## config.mk

```make
export PLATFORM = sky130hd
export DESIGN_NAME = alu_share_ctrl
export DESIGN_NICKNAME = d
export VERILOG_FILES = /design/src/rtl/alu_share_ctrl_pkg.sv /design/src/rtl/alu_share_ctrl_arb.sv /design/src/rtl/alu_share_ctrl.sv
export SDC_FILE = /design/constraint.sdc
export NUM_CORES = 1
export LEC_CHECK = 0
export ABC_AREA = 1
export CAP_MARGIN = 15
export CORE_ASPECT_RATIO = 0.75
export CORE_MARGIN = 2
export CORE_UTILIZATION = 30
export CTS_CLUSTER_DIAMETER = 80
export DETAILED_ROUTE_END_ITERATION = 8
export PLACE_DENSITY = 0.71
export SYNTH_ARGS = -nofsm -noshare
export SYNTH_HDL_FRONTEND = slang
export SYNTH_SLANG_ARGS = --single-unit
```

## constraint.sdc

```tcl
create_clock -name clk -period 1.25 [get_ports clk]
set_clock_uncertainty 0.05 [all_clocks]
set_input_delay 0.3125 -clock clk [delete_from_list [all_inputs] [get_ports clk]]
set_output_delay 0.3125 -clock clk [all_outputs]
set_load 0.02 [all_outputs]
```

## src/rtl/alu_share_ctrl_pkg.sv

```systemverilog
// Shared ALU opcode constants, controller state encoding
// and the legal-opcode test used by the ALU decoder and alu_share_ctrl.
package alu_share_ctrl_pkg;

  localparam logic [3:0] OP_AND = 4'd0;
  localparam logic [3:0] OP_OR  = 4'd1;
  localparam logic [3:0] OP_ADD = 4'd2;
  localparam logic [3:0] OP_SUB = 4'd6;
  localparam logic [3:0] OP_SLT = 4'd7;
  localparam logic [3:0] OP_NOR = 4'd12;

  typedef enum logic [1:0] {
    ST_IDLE,
    ST_ISSUE,
    ST_DONE
  } state_t;

  function automatic logic is_legal_op(input logic [3:0] op);
    logic ok;
    ok = 1'b0;
    case (op)
      OP_AND, OP_OR, OP_ADD,
      OP_SUB, OP_SLT, OP_NOR: ok = 1'b1;
      default:                ok = 1'b0;
    endcase
    return ok;
  endfunction

endpackage

```

## src/rtl/alu_share_ctrl_arb.sv

```systemverilog
// rr_arb2: combinational 2-way round-robin pick.
// Ports: req[1:0] requests, last_grant -> valid (any req), id (winner).
module rr_arb2 (
  input  logic [1:0] req,
  input  logic       last_grant,
  output logic       valid,
  output logic       id
);

  always_comb begin
    valid = |req;
    id    = 1'b0;
    case (req)
      2'b01:   id = 1'b0;
      2'b10:   id = 1'b1;
      2'b11:   id = ~last_grant;
      default: id = 1'b0;
    endcase
  end

endmodule

```

## src/rtl/alu_share_ctrl.sv

```systemverilog
// Time-shares one combinational ALU between two requesters.
// Ports: req0/1 ctl/a/b in, gnt/rsp_valid/rsp_* out, alu_* to/from ALU.
module alu_share_ctrl
  import alu_share_ctrl_pkg::*;
#(
  parameter int WIDTH = 32
) (
  input  logic             clk,
  input  logic             reset,
  input  logic             req0_i,
  input  logic [3:0]       req0_ctl_i,
  input  logic [WIDTH-1:0] req0_a_i,
  input  logic [WIDTH-1:0] req0_b_i,
  input  logic             req1_i,
  input  logic [3:0]       req1_ctl_i,
  input  logic [WIDTH-1:0] req1_a_i,
  input  logic [WIDTH-1:0] req1_b_i,
  output logic             gnt0_o,
  output logic             gnt1_o,
  output logic             rsp0_valid_o,
  output logic             rsp1_valid_o,
  output logic [WIDTH-1:0] rsp_data_o,
  output logic             rsp_zero_o,
  output logic             rsp_err_o,
  output logic [3:0]       alu_ctl_o,
  output logic [WIDTH-1:0] alu_a_o,
  output logic [WIDTH-1:0] alu_b_o,
  input  logic [WIDTH-1:0] alu_out_i
);

  state_t           state;
  logic             last_grant;
  logic             id_q;
  logic [3:0]       ctl_q;
  logic [WIDTH-1:0] a_q;
  logic [WIDTH-1:0] b_q;
  logic             pick_valid;
  logic             pick_id;
  logic             legal;

  rr_arb2 u_arb (
    .req        ({req1_i, req0_i}),
    .last_grant (last_grant),
    .valid      (pick_valid),
    .id         (pick_id)
  );

  assign legal = is_legal_op(ctl_q);

  assign alu_ctl_o = ctl_q;
  assign alu_a_o   = a_q;
  assign alu_b_o   = b_q;

  always_ff @(posedge clk) begin
    if (reset) begin
      state        <= ST_IDLE;
      last_grant   <= 1'b1;
      id_q         <= 1'b0;
      ctl_q        <= '0;
      a_q          <= '0;
      b_q          <= '0;
      gnt0_o       <= 1'b0;
      gnt1_o       <= 1'b0;
      rsp0_valid_o <= 1'b0;
      rsp1_valid_o <= 1'b0;
      rsp_data_o   <= '0;
      rsp_zero_o   <= 1'b0;
      rsp_err_o    <= 1'b0;
    end else begin
      rsp0_valid_o <= 1'b0;
      rsp1_valid_o <= 1'b0;
      unique case (state)
        ST_IDLE: begin
          if (pick_valid) begin
            state      <= ST_ISSUE;
            id_q       <= pick_id;
            last_grant <= pick_id;
            ctl_q      <= pick_id ? req1_ctl_i : req0_ctl_i;
            a_q        <= pick_id ? req1_a_i : req0_a_i;
            b_q        <= pick_id ? req1_b_i : req0_b_i;
            gnt0_o     <= ~pick_id;
            gnt1_o     <= pick_id;
          end
        end
        ST_ISSUE: begin
          state        <= ST_DONE;
          // Illegal opcodes report err and a clean zero result.
          rsp_data_o   <= legal ? alu_out_i : '0;
          rsp_zero_o   <= (ctl_q == OP_SUB) && (alu_out_i == '0);
          rsp_err_o    <= ~legal;
          rsp0_valid_o <= ~id_q;
          rsp1_valid_o <= id_q;
        end
        ST_DONE: begin
          state  <= ST_IDLE;
          gnt0_o <= 1'b0;
          gnt1_o <= 1'b0;
        end
        default: state <= ST_IDLE;
      endcase
    end
  end

endmodule
```

# Word level (Yosys, flattened, before mapping)
# Index checks and enable logic that the tools add are counted.
[word_totals]
regBits = 110
latchBits = 0
ramBits = 0
mem_bits_ro = 0
inputBits = 172
out_inout_bits = 106
elab_cells = 50
memories = 0
[op_classes]
n_addsub = 0
multipliers = 0
n_div = 0
n_lt_le_gt_ge = 0
eq_ne = 10
n_shift = 0
n_mux = 12
n_bitwise = 5
n_reduce_logical = 10
[ops]
columns = ["op", "count"]
rows = [
  ["32-bit 2-to-1 mux", 3],
  ["32-bit zero test", 1],
  ["4-bit by 3-bit equality test with 1-bit output (second input constant)", 2],
  ["2-bit equality test (second input constant)", 3],
  ["1-bit one-hot mux with 2 select lines", 3],
  ["6-bit OR reduction", 1],
  ["1-bit inverter", 5],
  ["4-bit by 1-bit equality test with 1-bit output (second input constant)", 1],
  ["4-bit by 2-bit equality test with 1-bit output (second input constant)", 1],
  ["4-bit equality test (second input constant)", 1],
  ["4-bit zero test", 1],
  ["4-bit 2-to-1 mux", 1],
  ["2-bit one-hot mux with 2 select lines", 1],
  ["2-bit AND reduction", 2],
  ["2-bit OR reduction", 2],
  ["1-bit 2-to-1 mux", 3],
  ["2-bit by 1-bit equality test with 1-bit output (second input constant)", 1],
  ["2-bit zero test", 1],
  ["2-bit 2-to-1 mux", 1],
  ["2-bit != test (second input constant)", 1],
  ["2-bit nonzero test", 1],
  ["1-bit logical AND", 1],
]

# Logic depth before layout (Yosys ltp)
# Gate-level depths: netlist of the first run.
[logic_depth]
depth_word = 5
ltp_mapped = 8
depth_no_buf = 8

# By module
# A second synthesis of the first run with hierarchy kept.
[unflattened]
cells_unflattened = 592
hier_area_um2 = 4315.4
[by_module_without_submodules]
columns = ["module", "n_inst", "cells_per_inst", "area_each_um2", "seq_area_each_um2"]
rows = [
  ["alu_share_ctrl", 1, 589, 4300.4, 2202.1],
  ["rr_arb2", 1, 3, 15.0, 0.0],
]

# Least setup slack after synthesis of the first run
# No wires, ideal clock.
[synth_path]
path_kind = "flip-flop to flip-flop"
start = "reg ctl_q[1] (netlist: alu_ctl_o[1])"
end = "reg rsp_data_o[10]"
setup_time_ns = 0.070
arrival_ns = 1.267
required_time_ns = 1.130
slack_ns = -0.137
path_stages_with_launch = 8
path_buffers = 1
synth_period_minus_slack_ns = 1.387
cell_sequence = "dfxtp_1 inv_1 nand2_1 inv_1 o21ai_2 buf_2 nand3_1 a21oi_1"
[synth_via]
elab_chain_len = 4
word_cells_on_any_way = 9
cone_classes = "eq/ne: 5; mux: 2; reduce/logical: 2"
[synth_rtl]
columns = ["item", "line", "text"]
rows = [
  ["start, declared", "alu_share_ctrl.sv:34", "logic [3:0] ctl_q;"],
  ["start signal, assigned", "alu_share_ctrl.sv:78", "ctl_q <= pick_id ? req1_ctl_i : req0_ctl_i;"],
  ["4-bit by 3-bit equality test with 1-bit output (tied with other cells)", "alu_share_ctrl_pkg.sv:21", "case (op)"],
  ["6-bit OR reduction *", "alu_share_ctrl_pkg.sv:21", ""],
  ["1-bit 2-to-1 mux *", "alu_share_ctrl_pkg.sv:21", ""],
  ["32-bit 2-to-1 mux *", "alu_share_ctrl.sv:88", "rsp_data_o <= legal ? alu_out_i : '0;"],
  ["end signal, assigned", "alu_share_ctrl.sv:88", ""],
  ["end, declared", "alu_share_ctrl.sv:22", "output logic [WIDTH-1:0] rsp_data_o,"],
]
# Every way passes the cells marked *; elsewhere a longest branch is shown, timed or not.
# A chain may end at the register's enable or synchronous reset.

# Final worst setup path of the first run
[layout_path]
start = "reg state[0]"
end = "reg a_q[23] (netlist: alu_a_o[23])"
[layout_via]
elab_chain_len = 2
[layout_rtl]
columns = ["item", "line", "text"]
rows = [
  ["start, declared", "alu_share_ctrl.sv:31", "state_t state;"],
  ["start signal, assigned", "alu_share_ctrl.sv:56", "state <= ST_IDLE;"],
  ["start signal, assigned", "alu_share_ctrl.sv:75", "state <= ST_ISSUE;"],
  ["start signal, assigned", "alu_share_ctrl.sv:86", "state <= ST_DONE;"],
  ["2-bit zero test", "alu_share_ctrl.sv:72", "unique case (state)"],
  ["2-bit AND reduction (no line)", "n/a", ""],
  ["end signal, assigned", "alu_share_ctrl.sv:79", "a_q <= pick_id ? req1_a_i : req0_a_i;"],
  ["end, declared", "alu_share_ctrl.sv:35", "logic [WIDTH-1:0] a_q;"],
]
# Every way passes these cells.

==> impl_metrics.yaml, run 1 <==
synthesis:
  yosysSeqAreaShare: 0.500
  async_flop_share: 0
  syn_inst: 597
  synth.most_common_cell: "nand2_1"
  yosysTopAreaCellShare: 0.500
  yosys.area.top_type: "dfxtp_1"
  yosys_warnings: 0
  synth_area_um2: 4400
  ys_ff_latch: 110
  synth_ff_type: "dfxtp_1"
  synth_area_leaders: "dfxtp_1 50%, nand2_1 22%, a31oi_1 9.7%"
  synth_top_cells_by_count: "254 x nand2_1, 110 x dfxtp_1, 68 x a31oi_1, 37 x a21oi_1, 34 x nand3_1"
  synth_edf_count: 0
  synth.avg_cell_area_um2: 7.38
  syn-num-nets: 769
  yosysUniqueCellTypes: 25
die:
  die_y_um: 109
  die_area_um2: 15700
  die_w_um: 144
  coreArea_um2: 14400
  std_cell_rows: 38
  start_util: 0.306
  ios: 278
cells_and_area:
  num-fill-cells: 1247
  area.growth.synth_to_final_pct: 103
  finalInstanceArea_um2: 8940
  diodes: 0
  final_net_count: 1100
  drive_above_1_share: 0.363
  fin_util: 0.621
outcome:
  status: "finished, violations left"
  violations: "setup timing"
timing:
  hold_viol: 0
  finalWorstSetupSlack_ns: -0.212
  rsz0062_at_grt: "yes"
  max_freq_mhz: 684
  finalCriticalPeriod_ns: 1.46
  fin_setup_tns_ns: -14.02
  min_period_over_period: 1.17
  max-slew-margin-rel: 0.806
  final_max_slew_viol_count: 0
  setup_violations: 108
  worst_slew_pin_slew_ns: 0.288
power:
  irDropWorstVdd_uv: 693
  powerDensity_nw_per_um2: 1180
  p_leak_nw: 3.60
cts:
  cts_root_buffer: "clkbuf_16"
  cts_sinks: 110
  cts_made_buffers: 9
  cts_max_path_buffers: 2
  ctsHoldBuffers: 0
  h-tree-depth: 3
  clkTransAtPathRegs_ns: 0.07
  insertion_delay_ns: 0.34
  cts_tree: "done"
placed_design:
  placed_cell_area_um2: 7660
  gp_congestion: 0.822
  portBuffers: 277
  place_ws_ns: -0.688
  dp_hpwl_um: 12000
worst_hold_path:
  hold_class: "input pin to flip-flop"
grt:
  antenna_found_initial: 0
  grt_max_degree: 47
  grt_pass1_vias: 4998
  grt_overflow: 0
  grt_usage: 0.216
  grt_pass1_wl_um: 26100
setup_path:
  end_kind: "flip-flop"
  crit_fanout: 6
  cp.arrival_ns: 1.68
  start_kind: "flip-flop"
  path_class: "flip-flop to flip-flop"
  critPathRequiredTime_ns: 1.47
routing:
  route.detailed.drc: 0
  first_iter_violations: 273
  vias_per_cell: 4.88
  wl_um: 19800
  vias: 5525
  drt-pass1-iter-count: 4
  route.antenna.remaining_nets: 0
  wl_per_cell_um: 17.5
run:
  maxCapViolations: 0
timing repair:
action,in CTS,in global routing
pin swaps,7,45
endpoints found under the setup margin,212,151
resized for setup,487,177
gates cloned,7,14
setup buffers,9,10
per-stage QoR:
| step | cells | power (W) | hold slack [ns] |
|---|---|---|---|
| after floorplan | 597 | 0.00515 | 0.367 |
| after global placement | 1077 | 0.00666 | 0.402 |
| after detailed placement | 1077 | 0.00668 | 0.405 |
| after CTS | 1109 | 0.00999 | 0.273 |
| after global routing | 1133 | 0.0109 | 0.298 |
| final | 1133 | 0.0105 | 0.290 |
per-layer routing:
| layer | global-route usage | wire length [µm] |
|---|---|---|
| met5 | 0 | 0 |
| met4 | 0.0588 | 211 |
| met3 | 0.0685 | 1770 |
| met2 | 0.357 | 9510 |
| met1 | 0.273 | 8350 |
cell type report:
cell class	count	area, µm²	area share
clock buffers	11	253	0.0283
clock inverters	5	86.3	0.00966
inverters	11	51.3	0.00574
multi-input cells	434	2500	0.280
flip-flops and latches	110	2240	0.250
well taps	200	250	0.0280
repair buffers	362	3560	0.398
cells by family after synthesis:
kind of cell	Yosys count	synth area share
AO/OA/AOI/OAI	110	0.149
buffers and inverters	53	0.0574
flip-flops	110	0.500
AND/OR/NAND/NOR	324	0.293
report_power, final:
group	total [W]	switching (W)	internal, W	leakage [nW]
Clock	0.00323	0.00134	0.00189	0.167
Sequential	0.00400	0.000186	0.00381	0.911
Combinational	0.00329	0.00162	0.00168	2.52
flip-flops by register name, summed over array words and instances (netlist names), 2 cells and up:
register and count:
alu_b_o 32, rsp_data_o 32, alu_a_o 32, state 2
alu_ctl_o 4
critical path, stage by stage (launching register included):
cell and delay [ns]:
dfxtp_2 0.34, nor2_4 0.12, o21ai_4 0.10, nor2_4 0.21, buf_8 0.18, clkbuf_16 0.18, nand2_4 0.05, a31oi_1 0.16
layout by cell type, fill, tap and decap left out, types with 3 or more instances in the layout:
cell             Yosys  layout
buf_2               16      55
inv_6                0       4
a21oi_2              1      20
nand2_1            254     212
a21oi_1             37      16
clkdlybuf4s50_1      0     168
nand3_4              0      15
nor2_1              28      27
buf_8                0       4
nor2_4               3       4
dfxtp_2              0      19
buf_6                2      16
buf_16               0       5
a31oi_1             68      66
nand3_1             34       6
buf_4                5      86
inv_1                9       5
dfxtp_4              0       3
nand3_2              0      13
nand2_2              1      33
dfxtp_1            110      88
nand2_4              0       9
clkbuf_16            0      20
buf_12               0      14
final timing paths:
| check | startpoint | to | slack, ns | cells past startpoint |
|---|---|---|---|---|
| min | reset | state[0] | 0.29 | 2 |
| max | state[0] | alu_a_o[23] | -0.21 | 7 |
| max reg2reg | state[0] | alu_a_o[23] | -0.21 | 7 |
| min reg2reg | rsp_data_o[28] | rsp_data_o[28] | 0.41 | 2 |
Note: power is estimated with default switching activity, not from simulation.
==> run 2: changes to the inputs <==
--- a/config.mk
+++ b/config.mk
@@ -12,7 +12,7 @@
 export CORE_UTILIZATION = 30
 export CTS_CLUSTER_DIAMETER = 80
 export DETAILED_ROUTE_END_ITERATION = 8
-export PLACE_DENSITY = 0.71
+export DONT_BUFFER_PORTS = 1
 export SYNTH_ARGS = -nofsm -noshare
 export SYNTH_HDL_FRONTEND = slang
 export SYNTH_SLANG_ARGS = --single-unit
==> impl_metrics.yaml, run 2 (synthesis results as in run 1) <==
outcome:
  status: "finished, violations left"
  violations: "hold timing, setup timing"
setup_path:
  r2r-start: "state[1]"
  critPathRequiredTime_ns: 1.48
  r2r_slack_ns: -0.16
  cp.depth: 8
  crit_fanout: 12
  cp.arrival_ns: 1.64
  path_cells: "buf_6 > nor2_4 > nand2_2 > a21oi_4 > buf_12 > buf_12 > nand3_1 > a21oi_2"
  cpMostUsedCell: "buf_12"
  startpoint: "state[1]"
  critPathTopFamily: "buffers and inverters"
  start_kind: "flip-flop"
  cp.buffers_inverters: 3
  reg2reg_depth: 8
  cpPeakStageDelay_ns: 0.34
  path_class: "flip-flop to flip-flop"
  r2r_end: "rsp_data_o[7]"
  cp_slowest_cell: "dfxtp_2"
  end_kind: "flip-flop"
  timing.critical_path.to: "rsp_data_o[7]"
cells_and_area:
  fin_util: 0.392
  finalNonFillerCells: 813
  layout_common_cells: "225 x nand2_1, 103 x dfxtp_1, 67 x a31oi_1"
  area.growth.synth_to_final_pct: 28.4
  num-fill-cells: 1459
  final_net_count: 781
  drive_above_1_share: 0.210
  diodes: 0
  finalInstanceArea_um2: 5650
  final_common_cell: "nand2_1"
cts:
  cts_made_buffers: 9
  clkTransAtPathRegs_ns: 0.08
  insertion_delay_ns: 0.35
  h-tree-depth: 3
  cts_root_buffer: "clkbuf_16"
  cts_sinks: 110
  cts_tree: "done"
  cts_max_path_buffers: 2
run:
  maxCapViolations: 0
routing:
  wl_per_cell_um: 18.0
  drt-pass1-iter-count: 5
  wl_um: 14600
  vias: 4309
  route.antenna.remaining_nets: 0
  route.detailed.drc: 0
  vias_per_cell: 5.30
  first_iter_violations: 286
power:
  p_leak_nw: 2.01
  powerDensity_nw_per_um2: 1560
  seqPwrFrac: 0.496
  power.switching_w: 0.00263
  p_clk_frac: 0.341
  irDropWorstVdd_uv: 586
  p_int_w: 0.00616
  swShare: 0.299
  p_comb_frac: 0.163
  power_w: 0.00880
timing:
  rsz0062_at_grt: "yes"
  final_max_slew_viol_count: 0
  max_freq_mhz: 711
  finalWorstSetupSlack_ns: -0.157
  finalCriticalPeriod_ns: 1.41
  max-slew-margin-rel: 0.807
  setup_violations: 105
  hold_viol: 25
  hold_ws_ns: -0.0155
  min_period_over_period: 1.13
  worst_slew_pin_slew_ns: 0.289
grt:
  antenna_found_initial: 0
  grt_usage: 0.154
  grt_overflow: 0
  grt_pass1_wl_um: 18700
  grt_max_degree: 110
  grt_pass1_vias: 3710
placed_design:
  dp_hpwl_um: 9340
  portBuffers: 0
  placed_cell_area_um2: 4710
  numPlacedInstances: 775
  gp_congestion: 0.789
worst_hold_path:
  hold_class: "input pin to flip-flop"
die:
  die_area_um2: 15700
  coreArea_um2: 14400
  start_util: 0.306
  die_w_um: 144
  die_y_um: 109
  std_cell_rows: 38
  ios: 278
[run 2: changes by cell type in the layout (fill, tap and decap cells not counted), moves of 6 or more]
cell	change
buf_4	-78
nand3_1	+22
nand3_4	-15
clkdlybuf4s50_1	-168
dfxtp_1	+15
buf_2	-55
dfxtp_2	-15
nand2_1	+13
a21oi_1	+6
nand3_2	-7
nand2_2	-8
[run 2: through the flow]
step / worst slack (ns) / TNS [ns]
global route: -0.217 / -16.61
CTS: -0.109 / -5.39
global placement: -0.112 / -4.74
floorplan: -0.0139 / -0.278
detailed placement: -0.105 / -7.10
finish: -0.157 / -7.49
[run 2: cell type report]
class	count	area, µm²	share of cell area
clock buffers	10	250	0.0443
repair buffers	43	666	0.118
well taps	200	250	0.0443
clock inverters	5	63.8	0.0113
inverters	11	43.8	0.00775
flip-flops and latches	110	2220	0.392
multi-input cells	434	2160	0.382
[run 2: metal layers]
metal	vias up	wire, µm	GRT usage
met3	25	1700	0.0729
met1	2023	5710	0.177
met4	0	323	0.0567
met2	263	6910	0.251
li1	1998	-	-
met5	-	0	0
[run 2: worst min path at each step]
stage	start	to	slack [ns]	depth (start not counted)
3_5_place_dp	reset	alu_ctl_o[3]	0.34	1
2_1_floorplan	id_q	rsp0_valid_o	0.37	1
4_1_cts	reset	alu_ctl_o[3]	-0.04	1
6_report	reset	alu_b_o[9]	-0.02	1
3_3_place_gp	reset	alu_ctl_o[3]	0.33	1
5_1_grt	reset	alu_b_o[9]	-0.04	1
[run 2: timing repair]
action                                  in CTS  in global routing
gates resized for setup                     23                 60
pin swaps                                   17                 23
cloned                                       2                 12
setup buffers                                3                  6
endpoints found under the setup margin     108                112
endpoints found under the hold margin      108                 99
[run 2: power by group through the flow]
stage | Combinational [W] | Sequential, W | Clock (W)
after floorplan | 0.000772 | 0.00438 | 0
after global placement | 0.000970 | 0.00444 | 0
after detailed placement | 0.00101 | 0.00443 | 0
after CTS | 0.00108 | 0.00437 | 0.00307
after global routing | 0.00157 | 0.00440 | 0.00324
final | 0.00143 | 0.00437 | 0.00300
==> run 3: changes to the inputs <==
--- a/config.mk
+++ b/config.mk
@@ -7,11 +7,10 @@
 export LEC_CHECK = 0
 export ABC_AREA = 1
 export CAP_MARGIN = 15
-export CORE_ASPECT_RATIO = 0.75
-export CORE_MARGIN = 2
-export CORE_UTILIZATION = 30
+export CORE_AREA = 2 2 106 108
 export CTS_CLUSTER_DIAMETER = 80
 export DETAILED_ROUTE_END_ITERATION = 8
+export DIE_AREA = 0 0 108 110
 export DONT_BUFFER_PORTS = 1
 export SYNTH_ARGS = -nofsm -noshare
 export SYNTH_HDL_FRONTEND = slang
==> impl_metrics.yaml, run 3 (synthesis results as in run 1) <==
setup_path:
  cpMostUsedCell: "nor2_4"
  cp.arrival_ns: 1.64
  critPathRequiredTime_ns: 1.49
  path_cells: "nor2_4 > o21ai_4 > nor2_4 > buf_4 > clkbuf_16 > nand2_1 > a31oi_1"
  crit_fanout: 15
  cp.buffers_inverters: 2
  end_kind: "flip-flop"
  critPathTopFamily: "simple AND/OR/NAND/NOR gates"
  path_class: "flip-flop to flip-flop"
  start_kind: "flip-flop"
  cp_slowest_cell: "dfxtp_2"
  cpPeakStageDelay_ns: 0.35
die:
  die_y_um: 110
  ios: 278
  start_util: 0.412
  coreArea_um2: 10700
  die_w_um: 108
  std_cell_rows: 38
  die_area_um2: 11900
cts:
  cts_made_buffers: 9
  cts_tree: "done"
  cts_sinks: 110
  cts_root_buffer: "clkbuf_8"
  cts_max_path_buffers: 2
  clkTransAtPathRegs_ns: 0.10
  insertion_delay_ns: 0.37
  h-tree-depth: 3
routing:
  first_iter_violations: 373
  drt-pass1-iter-count: 4
  route.antenna.remaining_nets: 0
  route.detailed.drc: 0
  vias: 4192
  wl_per_cell_um: 19.0
  vias_per_cell: 5.57
  wl_um: 14300
cells_and_area:
  area.growth.synth_to_final_pct: 20.3
  num-fill-cells: 1049
  register_area_um2: 2230
  finalInstanceArea_um2: 5300
  final_net_count: 782
  multi_input_comb_area_um2: 1990
  layout_common_cells: "252 x nand2_1, 91 x dfxtp_1, 68 x a31oi_1"
  fin_util: 0.495
  diodes: 0
  final_common_cell: "nand2_1"
  drive_above_1_share: 0.152
run:
  maxCapViolations: 0
timing:
  hold_ws_ns: -0.0508
  final_max_slew_viol_count: 0
  rsz0062_at_grt: "yes"
  max-slew-margin-rel: 0.783
  finalWorstSetupSlack_ns: -0.144
  max_freq_mhz: 718
  worst_slew_pin_slew_ns: 0.323
  setup_violations: 106
  hold_viol: 51
  fin_setup_tns_ns: -10.40
  finalCriticalPeriod_ns: 1.39
  min_period_over_period: 1.11
grt:
  antenna_found_initial: 0
  grt_pass1_wl_um: 19700
  grt_max_degree: 110
  grt_pass1_vias: 3843
  grt_overflow: 0
  grt_usage: 0.214
placed_design:
  dp_hpwl_um: 9030
  portBuffers: 0
  gp_congestion: 0.783
  placed_cell_area_um2: 4620
power:
  p_leak_nw: 1.91
  powerDensity_nw_per_um2: 1520
  irDropWorstVdd_uv: 689
worst_hold_path:
  hold_class: "input pin to flip-flop"
outcome:
  status: "finished, violations left"
  violations: "hold timing, setup timing"
run 3: where the power goes:
part / total (W) / internal (W) / switching [W]
combinational: 0.00132 / 0.000617 / 0.000703
clock: 0.00239 / 0.00123 / 0.00116
sequential: 0.00437 / 0.00381 / 0.000559
total: 0.00808 / 0.00566 / 0.00242
run 3: final timing paths:
path | startpoint | to | slack, ns | cells after the start
min reg2reg | id_q | rsp0_valid_o | 0.41 | 1
max reg2reg | state[0] | alu_ctl_o[1] | -0.14 | 7
max | state[0] | alu_ctl_o[1] | -0.14 | 7
min | reset | alu_a_o[11] | -0.05 | 1
run 3: what timing repair did:
item | CTS | global route
endpoints found under the hold margin | 108 | 107
gates resized for setup | 19 | 23
endpoints found under the setup margin | 108 | 124
buffers inserted | 7 | 6
gates cloned | 6 | 5
pin swaps | 1 | 11
run 3: layout make-up:
cell class / instances / area share
Clock buffer: 11 / 0.0288
Sequential cell: 110 / 0.421
Tap cell: 140 / 0.0331
Clock inverter: 3 / 0.0128
Multi-Input combinational cell: 434 / 0.375
Inverter: 11 / 0.00779
Timing Repair Buffer: 44 / 0.121
run 3: routing by layer:
layer / GRT usage / routed length [µm] / share of wire
met5: 0 / 0 / 0
met4: 0.0705 / 172 / 0.012
met3: 0.0776 / 1430 / 0.10
met2: 0.375 / 7170 / 0.50
met1: 0.241 / 5580 / 0.39
run 3: through the flow:
step / instances / power, W / setup WS, ns / hold slack (ns)
after floorplan: 597 / 0.00515 / -0.0139 / 0.367
after global placement: 715 / 0.00540 / -0.0283 / 0.339
after detailed placement: 715 / 0.00544 / -0.0970 / 0.342
after CTS: 742 / 0.00799 / -0.109 / -0.0702
after global routing: 753 / 0.00843 / -0.231 / -0.0725
final: 753 / 0.00808 / -0.144 / -0.0508
